File: src/rtl/program_loader.sv
// Boot-time program loader: captures a 4-byte little-endian program size from the
// UART byte stream, then packs the following bytes into 32-bit words for program memory.
module program_loader #(
    parameter int ADDR_W = 10
) (
    input  logic              clk,
    input  logic              reset_n,
    input  logic              receive_size,
    input  logic              receive_data,
    input  logic              rx_valid,
    input  logic [7:0]        rx_data,
    output logic              size_finished,
    output logic              data_finished,
    output logic              size_error,
    output logic              pm_we,
    output logic [ADDR_W-1:0] pm_addr,
    output logic [31:0]       pm_wdata
);

    typedef enum logic [2:0] {
        IDLE,
        SIZE,
        WAIT_DATA,
        DATA,
        DONE,
        ERROR
    } state_t;

    // Capacity in bytes; one extra bit so 2**ADDR_W words of 4 bytes never overflows.
    localparam logic [32:0] CAPACITY = 33'd4 << ADDR_W;

    state_t            state;
    state_t            state_next;
    logic [31:0]       size;
    logic [31:0]       byte_cnt;
    logic [31:0]       word;
    logic [31:0]       word_next;
    logic [ADDR_W-1:0] word_addr;
    logic              last_write;

    logic              size_load;
    logic              size_done;
    logic              data_load;
    logic              word_done;
    logic              zero_done;
    logic              set_error;
    logic              last_byte;
    logic              too_big;

    assign last_byte = (byte_cnt + 32'd1) == size;
    assign too_big   = {1'b0, size} > CAPACITY;

    // Word under construction with the incoming byte merged in; unfilled lanes stay zero.
    always_comb begin
        word_next = word;
        word_next[8*byte_cnt[1:0] +: 8] = rx_data;
    end

    always_comb begin
        // NOTE: every output of this block gets a default first, so no path can infer a latch.
        state_next = state;
        size_load  = 1'b0;
        size_done  = 1'b0;
        data_load  = 1'b0;
        word_done  = 1'b0;
        zero_done  = 1'b0;
        set_error  = 1'b0;
        case (state)
            IDLE: begin
                if (receive_size) state_next = SIZE;
            end
            SIZE: begin
                if (rx_valid) begin
                    size_load = 1'b1;
                    if (byte_cnt[1:0] == 2'd3) begin
                        size_done  = 1'b1;
                        state_next = WAIT_DATA;
                    end
                end
            end
            WAIT_DATA: begin
                if (too_big) begin
                    set_error  = 1'b1;
                    state_next = ERROR;
                end else if (receive_data) begin
                    if (size == 32'd0) begin
                        zero_done  = 1'b1;
                        state_next = DONE;
                    end else begin
                        state_next = DATA;
                    end
                end
            end
            DATA: begin
                if (rx_valid) begin
                    data_load = 1'b1;
                    word_done = (byte_cnt[1:0] == 2'd3) || last_byte;
                    if (last_byte) state_next = DONE;
                end
            end
            default: ;
        endcase
    end

    always_ff @(posedge clk or negedge reset_n) begin
        if (!reset_n) state <= IDLE;
        else          state <= state_next;
    end

    always_ff @(posedge clk or negedge reset_n) begin
        if (!reset_n) begin
            size          <= '0;
            byte_cnt      <= '0;
            word          <= '0;
            word_addr     <= '0;
            last_write    <= 1'b0;
            size_finished <= 1'b0;
            data_finished <= 1'b0;
            size_error    <= 1'b0;
            pm_we         <= 1'b0;
            pm_addr       <= '0;
            pm_wdata      <= '0;
        end else begin
            // NOTE: non-blocking assignments so every flop samples pre-edge values.
            pm_we      <= 1'b0;
            last_write <= data_load && last_byte;

            if (size_load) begin
                size[8*byte_cnt[1:0] +: 8] <= rx_data;
                byte_cnt <= size_done ? 32'd0 : byte_cnt + 32'd1;
            end
            if (size_done)               size_finished <= 1'b1;
            if (set_error)               size_error    <= 1'b1;
            if (zero_done || last_write) data_finished <= 1'b1;

            if (data_load) begin
                byte_cnt <= byte_cnt + 32'd1;
                if (word_done) begin
                    pm_we     <= 1'b1;
                    pm_addr   <= word_addr;
                    pm_wdata  <= word_next;
                    word_addr <= word_addr + ADDR_W'(1);
                    word      <= '0;
                end else begin
                    word      <= word_next;
                end
            end
        end
    end

endmodule

File: config.mk
export PLATFORM = sky130hd
export DESIGN_NAME = program_loader
export DESIGN_NICKNAME = d
export VERILOG_FILES = /design/src/rtl/program_loader.sv
export SDC_FILE = /design/constraint.sdc
export NUM_CORES = 1
export LEC_CHECK = 0
export ABC_AREA = 1
export CORE_AREA = 2 2 142 110
export CTS_CLUSTER_SIZE = 16
export DETAILED_ROUTE_END_ITERATION = 12
export DIE_AREA = 0 0 144 112
export PLACE_DENSITY = 0.84
export SYNTH_ARGS = -nofsm -noshare
export SYNTH_HDL_FRONTEND = slang
export SYNTH_SLANG_ARGS = --single-unit
File: constraint.sdc
create_clock -name clk -period 3.31 [get_ports clk]
set_input_delay 0.331 -clock clk [delete_from_list [all_inputs] [get_ports clk]]
set_output_delay 0.331 -clock clk [all_outputs]
set_load 0.05 [all_outputs]
# Word level (Yosys, flattened, before mapping)
# Index checks and enable logic that the tools add are counted.
# totals
reg_bits	156
in_bits	13
output_inout_bits	46
elab_cells	69
# op_classes
n_addsub	3
order_cmp	1
n_eq_ne	11
shifts	2
muxes	31
n_reduce_logical	9
# ops
cell	n
32-bit 2-to-1 mux	4
32-bit bitwise mux	2
5-bit negator with 34-bit output	1
8-bit by 34-bit variable shift with 32-bit output, first input constant	1
8-bit by 34-bit indexed part select with 32-bit output	1
32-bit by 1-bit adder with 32-bit output, second input constant	1
32-bit equality test	1
32-bit by 13-bit greater-than comparator with 1-bit output, second input constant	1
32-bit zero test	1
3-bit 2-to-1 mux	8
1-bit 2-to-1 mux	16
3-bit case mux with 4 select lines	1
10-bit by 1-bit adder with 10-bit output, second input constant	1
2-bit inequality test, second input constant	5
7-bit AND reduction	1
3-bit by 2-bit equality test with 1-bit output, second input constant	2
4-bit nonzero test	1
3-bit by 1-bit equality test with 1-bit output, second input constant	1
3-bit zero test	1
3-bit inequality test, second input constant	1
2-bit equality test, second input constant	1
1-bit logical OR	2
2-bit AND reduction	1
2-bit nonzero test	1
1-bit logical AND	1

# Longest topological paths before layout
# depth
word_depth	7
depth_mapped	20
depth_no_buf	19

# Worst setup path before layout
# Ideal clock, no wire load.
# synth_timing
path_kind	reg2reg
start	register byte_cnt[0]
end	register pm_addr[4]
setup_ps	130
t_arrival_ps	2390
t_required_ps	3180
setup_slack_ps	789
path_stages_with_launch	19
n_path_buf	2
synth_period_minus_slack_ps	2521
path_cell_list	dfrtp_1 -> ha_1 -> nand2_2 -> nor2_8 -> nand3_1 -> nor2_1 -> nand2_1 -> nand3_1 -> nand2_1 -> nor2_1 -> nand2_1 -> nor2_1 -> nand3_4 -> nand2_4 -> nand2_4 -> buf_6 -> buf_6 -> nand2_1 -> o21ai_1
# synth_between
elab_chain_len	6
word_cells_on_any_way	7
cone_classes	add/sub: 1; eq/ne: 2; mux: 2; reduce/logical: 2
# synth_rtl
item	line	source
start: declaration	35	logic [31:0] byte_cnt;
start signal: assignment	130	byte_cnt <= size_done ? 32'd0 : byte_cnt + 32'd1;
start signal: assignment	137	byte_cnt <= byte_cnt + 32'd1;
32-bit by 1-bit adder with 32-bit output	50	assign last_byte = (byte_cnt + 32'd1) == size;
32-bit equality test	50	
1-bit logical OR *	97	word_done = (byte_cnt[1:0] == 2'd3) || last_byte;
1-bit 2-to-1 mux *	95	if (rx_valid) begin
1-bit 2-to-1 mux *	68	case (state)
2-bit AND reduction (no line) *	--	
end signal: assignment	140	pm_addr <= word_addr;
end: declaration	16	output logic [ADDR_W-1:0] pm_addr,
# Every way passes the cells marked *; elsewhere a longest branch is shown, timed or not.
# A chain may end at the register's enable or synchronous reset.

# Worst setup path in the final report
# layout_timing
start	register byte_cnt[0]
end	register pm_wdata[16]
# layout_between
elab_chain_len	6
word_cells_on_any_way	11
cone_classes	add/sub: 2; eq/ne: 2; shift: 2; mux: 3; reduce/logical: 2
# layout_rtl
item	line	source
32-bit by 1-bit adder with 32-bit output	50	
32-bit equality test	50	
1-bit logical OR	97	
1-bit 2-to-1 mux	95	
1-bit 2-to-1 mux	68	
2-bit AND reduction (no line)	--	
end signal: assignment	141	pm_wdata <= word_next;
end: declaration	17	output logic [31:0] pm_wdata
# Several ways; a longest one is shown, not always the timed one.

==> results.sh <==
export IMPL_outcome="complete, but fails checks"
export IMPL_violations="hold timing"
export IMPL_synthMuxAreaShare_pct=0.130
export IMPL_relSlewSlack_pct=42.9
export IMPL_clockBufferDepth=2
export IMPL_cap_violations=0
export IMPL_r2r_end="pm_wdata[16]$_DFFE_PN0P_"
export IMPL_dpl_cell_area_um2=9450
export IMPL_whs_ns=-0.0446
export IMPL_finalSetupViolCount=0
export IMPL_reg2regPathDepth=19
export IMPL_numCtsBuffers=17
export IMPL_track_usage_pct=30.6
export IMPL_tritoncts="yes"
export IMPL_root_buffer="clkbuf_16"
export IMPL_grt_max_degree=90
export IMPL_cp_cell_sequence="ha_1 > nand2_2 > nor2_8 > nand2_2 > nor2_4 > nand2_1 > nand2_1 > nand2_1 > nand2_1 > nand2_1 > nor2_1 > nand2_1 > nor2_2 > nand3_4 > nand2_4 > nand2_4 > buf_12 > nand2_1 > o21ai_1"
export IMPL_rows=39
export IMPL_io_buffers=58
export IMPL_via_per_inst=5.58
export IMPL_cp_top_family="simple AND/OR/NAND/NOR gates"
export IMPL_io_pins=59
export IMPL_syn_area_per_cell_um2=7.09
export IMPL_ant_nets=0
export IMPL_grt_pass1_wl_um=38300
export IMPL_ir_drop_mv=0.285
export IMPL_drive_gt1_share_pct=5.96
export IMPL_end_kind="flip-flop"
export IMPL_critPathMaxFanout=59
export IMPL_seq_power_share_pct=46.4
export IMPL_intPower_uw=3160
export IMPL_synthesis_area_um2=8670
export IMPL_ys_ff_latch=156
export IMPL_p_comb_share_pct=9.4
export IMPL_synth_edf_count=0
export IMPL_reg2reg_slack_ns=0.15
export IMPL_gr_total_overflow=0
export IMPL_cts_clk_slew_worst_paths_ns=0.07
export IMPL_synth_common_cells="nand2_1, dfrtp_1, inv_1"
export IMPL_synthToLayoutAreaGrowth_pct=15.8
export IMPL_fmax_ghz=0.317
export IMPL_ys_seq_area_share_pct=45.0
export IMPL_place_inst=1464
export IMPL_grt_pass1_vias=7591
export IMPL_chipHeight_um=112
export IMPL_finClkSkew_ns=0.0156
export IMPL_yosysMostFrequentCell="nand2_1"
export IMPL_power_clock_fraction_pct=44.2
export IMPL_hold_buffers=0
export IMPL_powerDensity_nw_per_um2=435
export IMPL_worstPathRequired_ns=3.60
export IMPL_routabilityCongestion=0.940
export IMPL_synth_distinct_cells=37
export IMPL_final_nets=1298
export IMPL_critPathMostFrequentCell="nand2_1"
export IMPL_period_needed_ns=3.16
export IMPL_synth_area_leader_cell="dfrtp_1"
export IMPL_ys_async_sr_fraction_pct=100
export IMPL_drt_total_wl_um=23800
export IMPL_critPathMaxStageDelay_ns=0.43
export IMPL_synth_cells=1222
export IMPL_fin_util_pct=67.9
export IMPL_synth_top_family_by_area="simple AND/OR/NAND/NOR gates"
export IMPL_hp_class="input port to async pin"
export IMPL_synth_compound_area_share_pct=10.7
export IMPL_arrival_ns=3.45
export IMPL_die_w_um=144
export IMPL_route_detailed_drc=0
export IMPL_start_util_pct=58.6
export IMPL_drt_iter0_drc=873
export IMPL_hold_viol=20
export IMPL_worstMarginPinSlew_ns=0.856
export IMPL_coreArea_um2=14800
export IMPL_finalWorstSetupSlack_ns=0.155
export IMPL_final_area_um2=10000
export IMPL_antenna_found_initial=0
export IMPL_synthAdderAreaFrac_pct=0.866
export IMPL_cts_sinks=156
export IMPL_first_pass_iters=5
export IMPL_ys_flop_type="dfrtp_1"
export IMPL_clk_latency_ns=0.44
export IMPL_final_max_slew_viol_count=0
export IMPL_dr_total_vias=8357
export IMPL_diodes=0
export IMPL_dieArea_um2=16100
export IMPL_wl_per_cell_um=15.9
export IMPL_syn_nets=1241
export IMPL_pre_cts_slack_ns=0.222
export IMPL_synth_simple_gate_area_share_pct=33.1
export IMPL_startpoint_type="flip-flop"
export IMPL_dp_final_hpwl_um=17100
export IMPL_p_switching_uw=1200
export IMPL_finalCritPeriodShare_pct=95.3
export IMPL_timing_critical_path_buf_inv=1
export IMPL_critPathSlowestCell="dfrtp_2"
export IMPL_synth_warnings=0
export IMPL_sw_frac_of_total_pct=27.5
export IMPL_h_tree_depth=4
export IMPL_synth_xor_area_share_pct=1.47
export IMPL_rr_startpoint="byte_cnt[0]$_DFFE_PN0P_"
export IMPL_synth_top_area_share_pct=45.0
export IMPL_cts_setup_buffers=0
export IMPL_total_leakage_power_uw=0.00486
export IMPL_crit_type="flip-flop to flip-flop"
export IMPL_ys_top_cells_by_area="dfrtp_1, nand2_1, inv_1"
export IMPL_critPathLaunch="byte_cnt[0]$_DFFE_PN0P_"
export IMPL_finalNonFillerCells=1497
## placed cells by master, fill, tap and decap left out, drive strengths merged, types with 11 or more instances in the layout
cell,count
clkbuf,19
xor2,11
nand2,396
inv,159
nor2,154
o22ai,15
dfrtp,156
buf,12
nand4,24
nand3,92
clkdlybuf4s50,57
o21ai,156
## power groups by stage
stage	registers (uW)	logic, uW	clock network (uW)
6_report	2030	410	1930
5_1_grt	2030	465	2020
4_1_cts	2020	402	1930
3_5_place_dp	2060	398	0
3_3_place_gp	2060	391	0
2_1_floorplan	2040	260	0
## how the worst max path moves through the flow
stage	endpoint	slack [ns]	cells after the start
5_1_grt	pm_wdata[16]$_DFFE_PN0P_	-0.004	17
4_1_cts	word[17]$_DFFE_PN0P_	0.18	18
3_3_place_gp	word[4]$_DFFE_PN0P_	0.40	18
3_5_place_dp	word[17]$_DFFE_PN0P_	0.22	18
6_report	pm_wdata[16]$_DFFE_PN0P_	0.15	19
2_1_floorplan	pm_addr[4]$_DFFE_PN0P_	0.79	18
## worst reg2reg max path, delay by kind of cell (launching register included)
| family | cells | cell delay (ns) |
|---|---|---|
| AO/OA/AOI/OAI | 1 | 0.09 |
| adder cells (fa/ha/maj) | 1 | 0.26 |
| flip-flops | 1 | 0.43 |
| buffers and inverters | 1 | 0.23 |
| AND/OR/NAND/NOR | 16 | 2.00 |
## sequential cells by signal, indices dropped and copies added (netlist names)
signal,flops
byte_cnt,32
pm_wdata,32
size,32
word,32
pm_addr,10
word_addr,10
state,3
data_finished,1
last_write,1
pm_we,1
size_error,1
size_finished,1
## area by class of cell
type	count	area, um^2
inverters	156	591
flip-flops and latches	156	3910
repair buffers	69	677
clock inverters	13	131
well taps	205	256
repair inverters	1	7.51
fillers	1206	4750
clock buffers	19	443
multi-input cells	878	4030
## logic make-up after synthesis
| family | after synthesis |
|---|---|
| XOR/XNOR | 13 |
| multiplexers | 1 |
| AND/OR/NAND/NOR | 680 |
| buffers and inverters | 188 |
| adder cells (fa/ha/maj) | 6 |
| flip-flops | 156 |
| AO/OA/AOI/OAI | 178 |
## layer usage
layer / wire length (um) / vias up / track usage [%]
met5: 0 / - / 0
met4: 484 / 0 / 8.43
met3: 2330 / 41 / 9.38
met2: 10500 / 388 / 44.6
met1: 10500 / 3916 / 44.6
li1: - / 4012 / -
## metrics by stage
| step | power [uW] | setup TNS [ns] |
|---|---|---|
| finish | 4360 | 0 |
| global route | 4510 | -0.00435 |
| CTS | 4350 | 0 |
| detailed placement | 2450 | 0 |
| global placement | 2450 | 0 |
| floorplan | 2300 | 0 |
## timing repair
action / CTS / global route
endpoints found under the hold margin: 0 / 0
endpoints found under the setup margin: 0 / 24
gates resized for setup: 0 / 4
No activity file was read; power rests on OpenSTA's default activity.
==> RTL change 1 (config.mk and constraints unchanged) <==
Reset style: synchronous (`reset_n`), changed in 2 clocked blocks.
--- a/src/rtl/program_loader.sv
+++ b/src/rtl/program_loader.sv
@@ -102,12 +102,12 @@
         endcase
     end
 
-    always_ff @(posedge clk or negedge reset_n) begin
+    always_ff @(posedge clk) begin
         if (!reset_n) state <= IDLE;
         else          state <= state_next;
     end
 
-    always_ff @(posedge clk or negedge reset_n) begin
+    always_ff @(posedge clk) begin
         if (!reset_n) begin
             size          <= '0;
             byte_cnt      <= '0;
Check against the original RTL: differs if reset_n is asserted again (counterexample within 10 cycles, from zero or initial values and one cycle with reset_n low); with reset_n held inactive, the same outputs for 10 cycles.
==> RTL change 1 against the original RTL <==
- synthesized area is 6.0% lower
- design area decreased by 6.0%
- wire length fell by 4.1%
- cell count increased by 1.9%
- highest routed layer unchanged
- synthesized cell count rose by 3.6%
- worst setup slack improved by 140 ps
- critical path depth fell by 2
- sequential cell count unchanged
- fmax grew 4.7%
Power is not compared: it rests on default switching activity, and its combinational part moved more than twofold at a synthesized area within 25%.
==> RTL change 1: results (changes against the original RTL) <==
- Complex-gate fraction of the synthesized area: 13.3% (+2.6 points)
- Instance area after placement: 8850 µm² (-6.3%)
- Proportion of layout cells with a drive suffix above 1: 6.13% (+0.17 points)
- Maximum number of pins on one net before global-route repair: 89 (-1.1%)
- Wire length reported by the detailed router: 22800 µm (-4.1%)
- Result of the run: completed
- Type of the tightest min-delay check: input port to flop
- Worst Setup Slack post-DPL: 240 ps (+18.5 ps)
- CP arrival: 3350 ps (-100 ps)
- Adder and majority gate portion of the synthesized area: 0.921% (+0.055 points)
- Post-synthesis xor/xnor area fraction: 1.67% (+0.20 points)
- Share of cell area taken by muxes after synthesis: 0% (-0.13 points)
- CP max stage cell: sky130_fd_sc_hd__dfxtp_1
- Synth top cells by count: sky130_fd_sc_hd__nand2_1 (321), sky130_fd_sc_hd__nor2_1 (171), sky130_fd_sc_hd__dfxtp_1 (156), sky130_fd_sc_hd__inv_1 (144), sky130_fd_sc_hd__nand3_1 (131)
- Post-Route Skew: 8.92 ps (-6.69 ps)
- Iteration count of the initial detailed-routing pass: 6 (+1)
- Initial detailed-routing violation count: 889 (+1.8%)
- Placer Congestion: 1.02 (+8.2%)
- Critical-path maximum fanout: 20 (-66%)
- Count of nets after finishing: 1327 (+2.2%)
- Vias in the first global route: 7511 (-1.1%)
- Sequential element share of the synthesized area: 38.3% (-6.7 points)
- Tot GR Track Use: 28.9% (-1.7 points)
- Via count: 8428 (+0.85%)
- Slew headroom: 46.2% (+3.3 points)
- Reg-to-Reg Start: byte_cnt[1]
[RTL change 1: changes by cell type in the layout (fill, tap and decap cells not counted), sizes merged, moves of 15 or more]
cell	before	now
dfrtp	156	0
dfxtp	0	156
a21oi	2	77
nand2	396	332
o21ai	156	100
nand3	92	133
nor2	154	181
o22ai	15	0
[RTL change 1: stage by stage]
step / power, mW / instances / hold WS, ps
after CTS: 4.90 / 1524 / 439
after floorplan: 2.78 / 1266 / 417
final: 4.93 / 1526 / 437
after global routing: 5.16 / 1526 / 466
after detailed placement: 3.07 / 1492 / 430
after global placement: 3.06 / 1492 / 427
[RTL change 1: where the power goes]
group          total (mW)  internal (mW)  switching [mW]
sequential           1.99           1.94          0.0455
combinational        1.09          0.304           0.784
clock                1.86          0.996           0.862
total                4.93           3.24            1.69
[RTL change 1: cell type report]
cell class / count / area [µm²] / share of cell area, %
multi-input combinational: 909 / 4240 / 44.9
sequential: 156 / 3120 / 33.1
timing repair buffer: 73 / 692 / 7.33
inverter: 151 / 572 / 6.06
clock buffer: 19 / 443 / 4.69
tap: 205 / 256 / 2.72
clock inverter: 13 / 110 / 1.17
[RTL change 1: repair_timing]
action	in CTS	in global routing
gates resized for setup	0	5
setup buffers	0	2
setup endpoints to repair	0	51
[RTL change 1: path summary, 6_finish.rpt]
path / end / slack (ps) / depth (start not counted)
setup reg to reg: pm_addr[8] / 300 / 17
hold / removal: byte_cnt[3] / 440 / 3
hold reg to reg: word[28] / 440 / 2
setup / recovery: pm_addr[8] / 300 / 17
[RTL change 1: logic make-up (layout without fill, tap and decap cells)]
logic type | after synthesis | after routing
compound gates | 202 | 202
xor+xnor | 14 | 14
fa+ha+maj | 6 | 6
buf+inv | 201 | 256
flops | 156 | 156
simple gates | 687 | 687
[RTL change 1: metal layers]
layer	wire, µm	global-route usage (%)	vias to the layer above	part of all wire, %
met5	0	0	-	0
li1	-	-	4162	-
met3	2150	7.27	45	9.4
met4	425	8.89	0	1.9
met1	10600	41.1	3863	46
met2	9700	43.1	358	42
[RTL change 1: tightest hold or removal path: stages]
cell and delay, ps:
sky130_fd_sc_hd__buf_2 90, sky130_fd_sc_hd__inv_2 230, sky130_fd_sc_hd__nor2_1 170
==> RTL change 2 (same flow settings) <==
Made on the original files. The parameter `ADDR_W` goes from 10 to 9.
--- a/src/rtl/program_loader.sv
+++ b/src/rtl/program_loader.sv
@@ -1,7 +1,7 @@
 // Boot-time program loader: captures a 4-byte little-endian program size from the
 // UART byte stream, then packs the following bytes into 32-bit words for program memory.
 module program_loader #(
-    parameter int ADDR_W = 10
+    parameter int ADDR_W = 9
 ) (
     input  logic              clk,
     input  logic              reset_n,
Ports: changed (resized pm_addr); port bits go from 59 to 58. The function was not compared with the original's and may differ.
==> RTL change 2 against the original RTL <==
- the flow still finishes with violations (hold timing)
- first-iteration DRC count rose by 36%
- clock power is 8% higher
- worst setup slack improved by 89 ps
- worst hold slack gained 32 ps
- wire length fell by 0.89%
- total power rose by 2.7%
- design area down 0.35%
- count of clock-buffer cells in the layout is 1 higher
- sequential share of layout area down 0.36 points
- synthesized cell count is 3.0% lower
- sequential cell count shrank 2
- synthesized area down 0.85%
- critical path type unchanged
- critical endpoint is now pm_wdata[0]
==> RTL change 2: results (changes against the original RTL) <==
- Met3 wire length: 2590 µm (+11%)
- Global-route wire length before repair: 38600 µm (+0.90%)
- Via count: 8209 (-1.8%)
- Worst Setup Slack post-DPL: 330 ps (+108 ps)
- Met2 wirelength from detailed routing: 10400 µm (-0.79%)
- Leading cell types by total area after synthesis: sky130_fd_sc_hd__dfrtp_1 (45%), sky130_fd_sc_hd__nand2_1 (16%), sky130_fd_sc_hd__o21ai_0 (6.3%), sky130_fd_sc_hd__inv_1 (6.3%), sky130_fd_sc_hd__nor2_1 (5.7%)
- Tot GR Track Use: 30.7% (about the same)
- Worst hold slack: -12.5 ps (+32.2 ps)
- Synth top cells by count: sky130_fd_sc_hd__nand2_1 (372), sky130_fd_sc_hd__dfrtp_1 (154), sky130_fd_sc_hd__inv_1 (144), sky130_fd_sc_hd__nor2_1 (130), sky130_fd_sc_hd__o21ai_0 (109)
- Detailed-route wire length on metal 1: 9970 µm (-5.0%)
- Count of fill cells added during filler insertion: 1160 (-3.8%)
- Area taken by multi-input logic gates: 3990 µm² (-0.93%)
- CP arrival: 3370 ps (-80 ps)
- Worst IR drop on VDD: 432 µV (+51%)
- Critical-path maximum fanout: 32 (-46%)
- Failing checks: hold timing
- Instance area after placement: 9340 µm² (-1.2%)
- Number of distinct library cell variants in the gate-level netlist after synthesis: 42 (+14%)
- Slew headroom: 40.7% (-2.2 points)
- Reg-to-Reg Start: byte_cnt[1]
- Vias in the first global route: 7717 (+1.7%)
- Worst Reg2Reg Path Length in Cells: 14 (-5)
- Proportion of layout cells with a drive suffix above 1: 7.72% (+1.8 points)
- Result of the run: finished, violations left
- Count of nets after finishing: 1262 (-2.8%)
- Initial detailed-routing violation count: 1185 (+36%)
- Met3 usage: 7.87% (-1.5 points)
- Maximum number of pins on one net before global-route repair: 97 (+7.8%)
- Half-perimeter wire length of the detailed placement result: 16800 µm (-1.9%)
- Gate count of the mapped netlist: 1185 (-3.0%)
- Met2 capacity usage during global routing: 45.1% (+0.54 points)
- Final count of hold timing violations: 12 (-40%)
- Port-buffer cells: 57 (-1.7%)
- Total leakage power: 4.81 nW (-0.93%)
- Placed insts: 1428 (-2.5%)
- FF-to-FF setup slack: 240 ps (+90 ps)
- Endpoint of the worst-slack reg-to-reg timing path: pm_wdata[0]
[RTL change 2: kinds of logic after synthesis]
kind of cell / share of synthesized area [%]
adder cells (fa/ha/maj): 0.873
XOR/XNOR: 1.38
flip-flops: 44.8
AO/OA/AOI/OAI: 11.1
AND/OR/NAND/NOR: 32.7
multiplexers: 0.262
buffers and inverters: 8.81
[RTL change 2: power by group]
part | switching (mW) | leakage [nW] | total, mW | internal [mW]
sequential | 0.0541 | 1.90 | 2.00 | 1.94
clock | 0.819 | 0.304 | 2.08 | 1.26
combinational | 0.288 | 2.61 | 0.410 | 0.121
total | 1.16 | 4.81 | 4.48 | 3.32
[RTL change 2: final cells by class]
| class | instances | share of cell area, % |
|---|---|---|
| well taps | 205 | 2.56 |
| flip-flops and latches | 154 | 38.5 |
| clock buffers | 20 | 4.67 |
| inverters | 148 | 5.58 |
| multi-input cells | 851 | 39.9 |
| clock inverters | 12 | 1.63 |
| repair buffers | 71 | 7.14 |
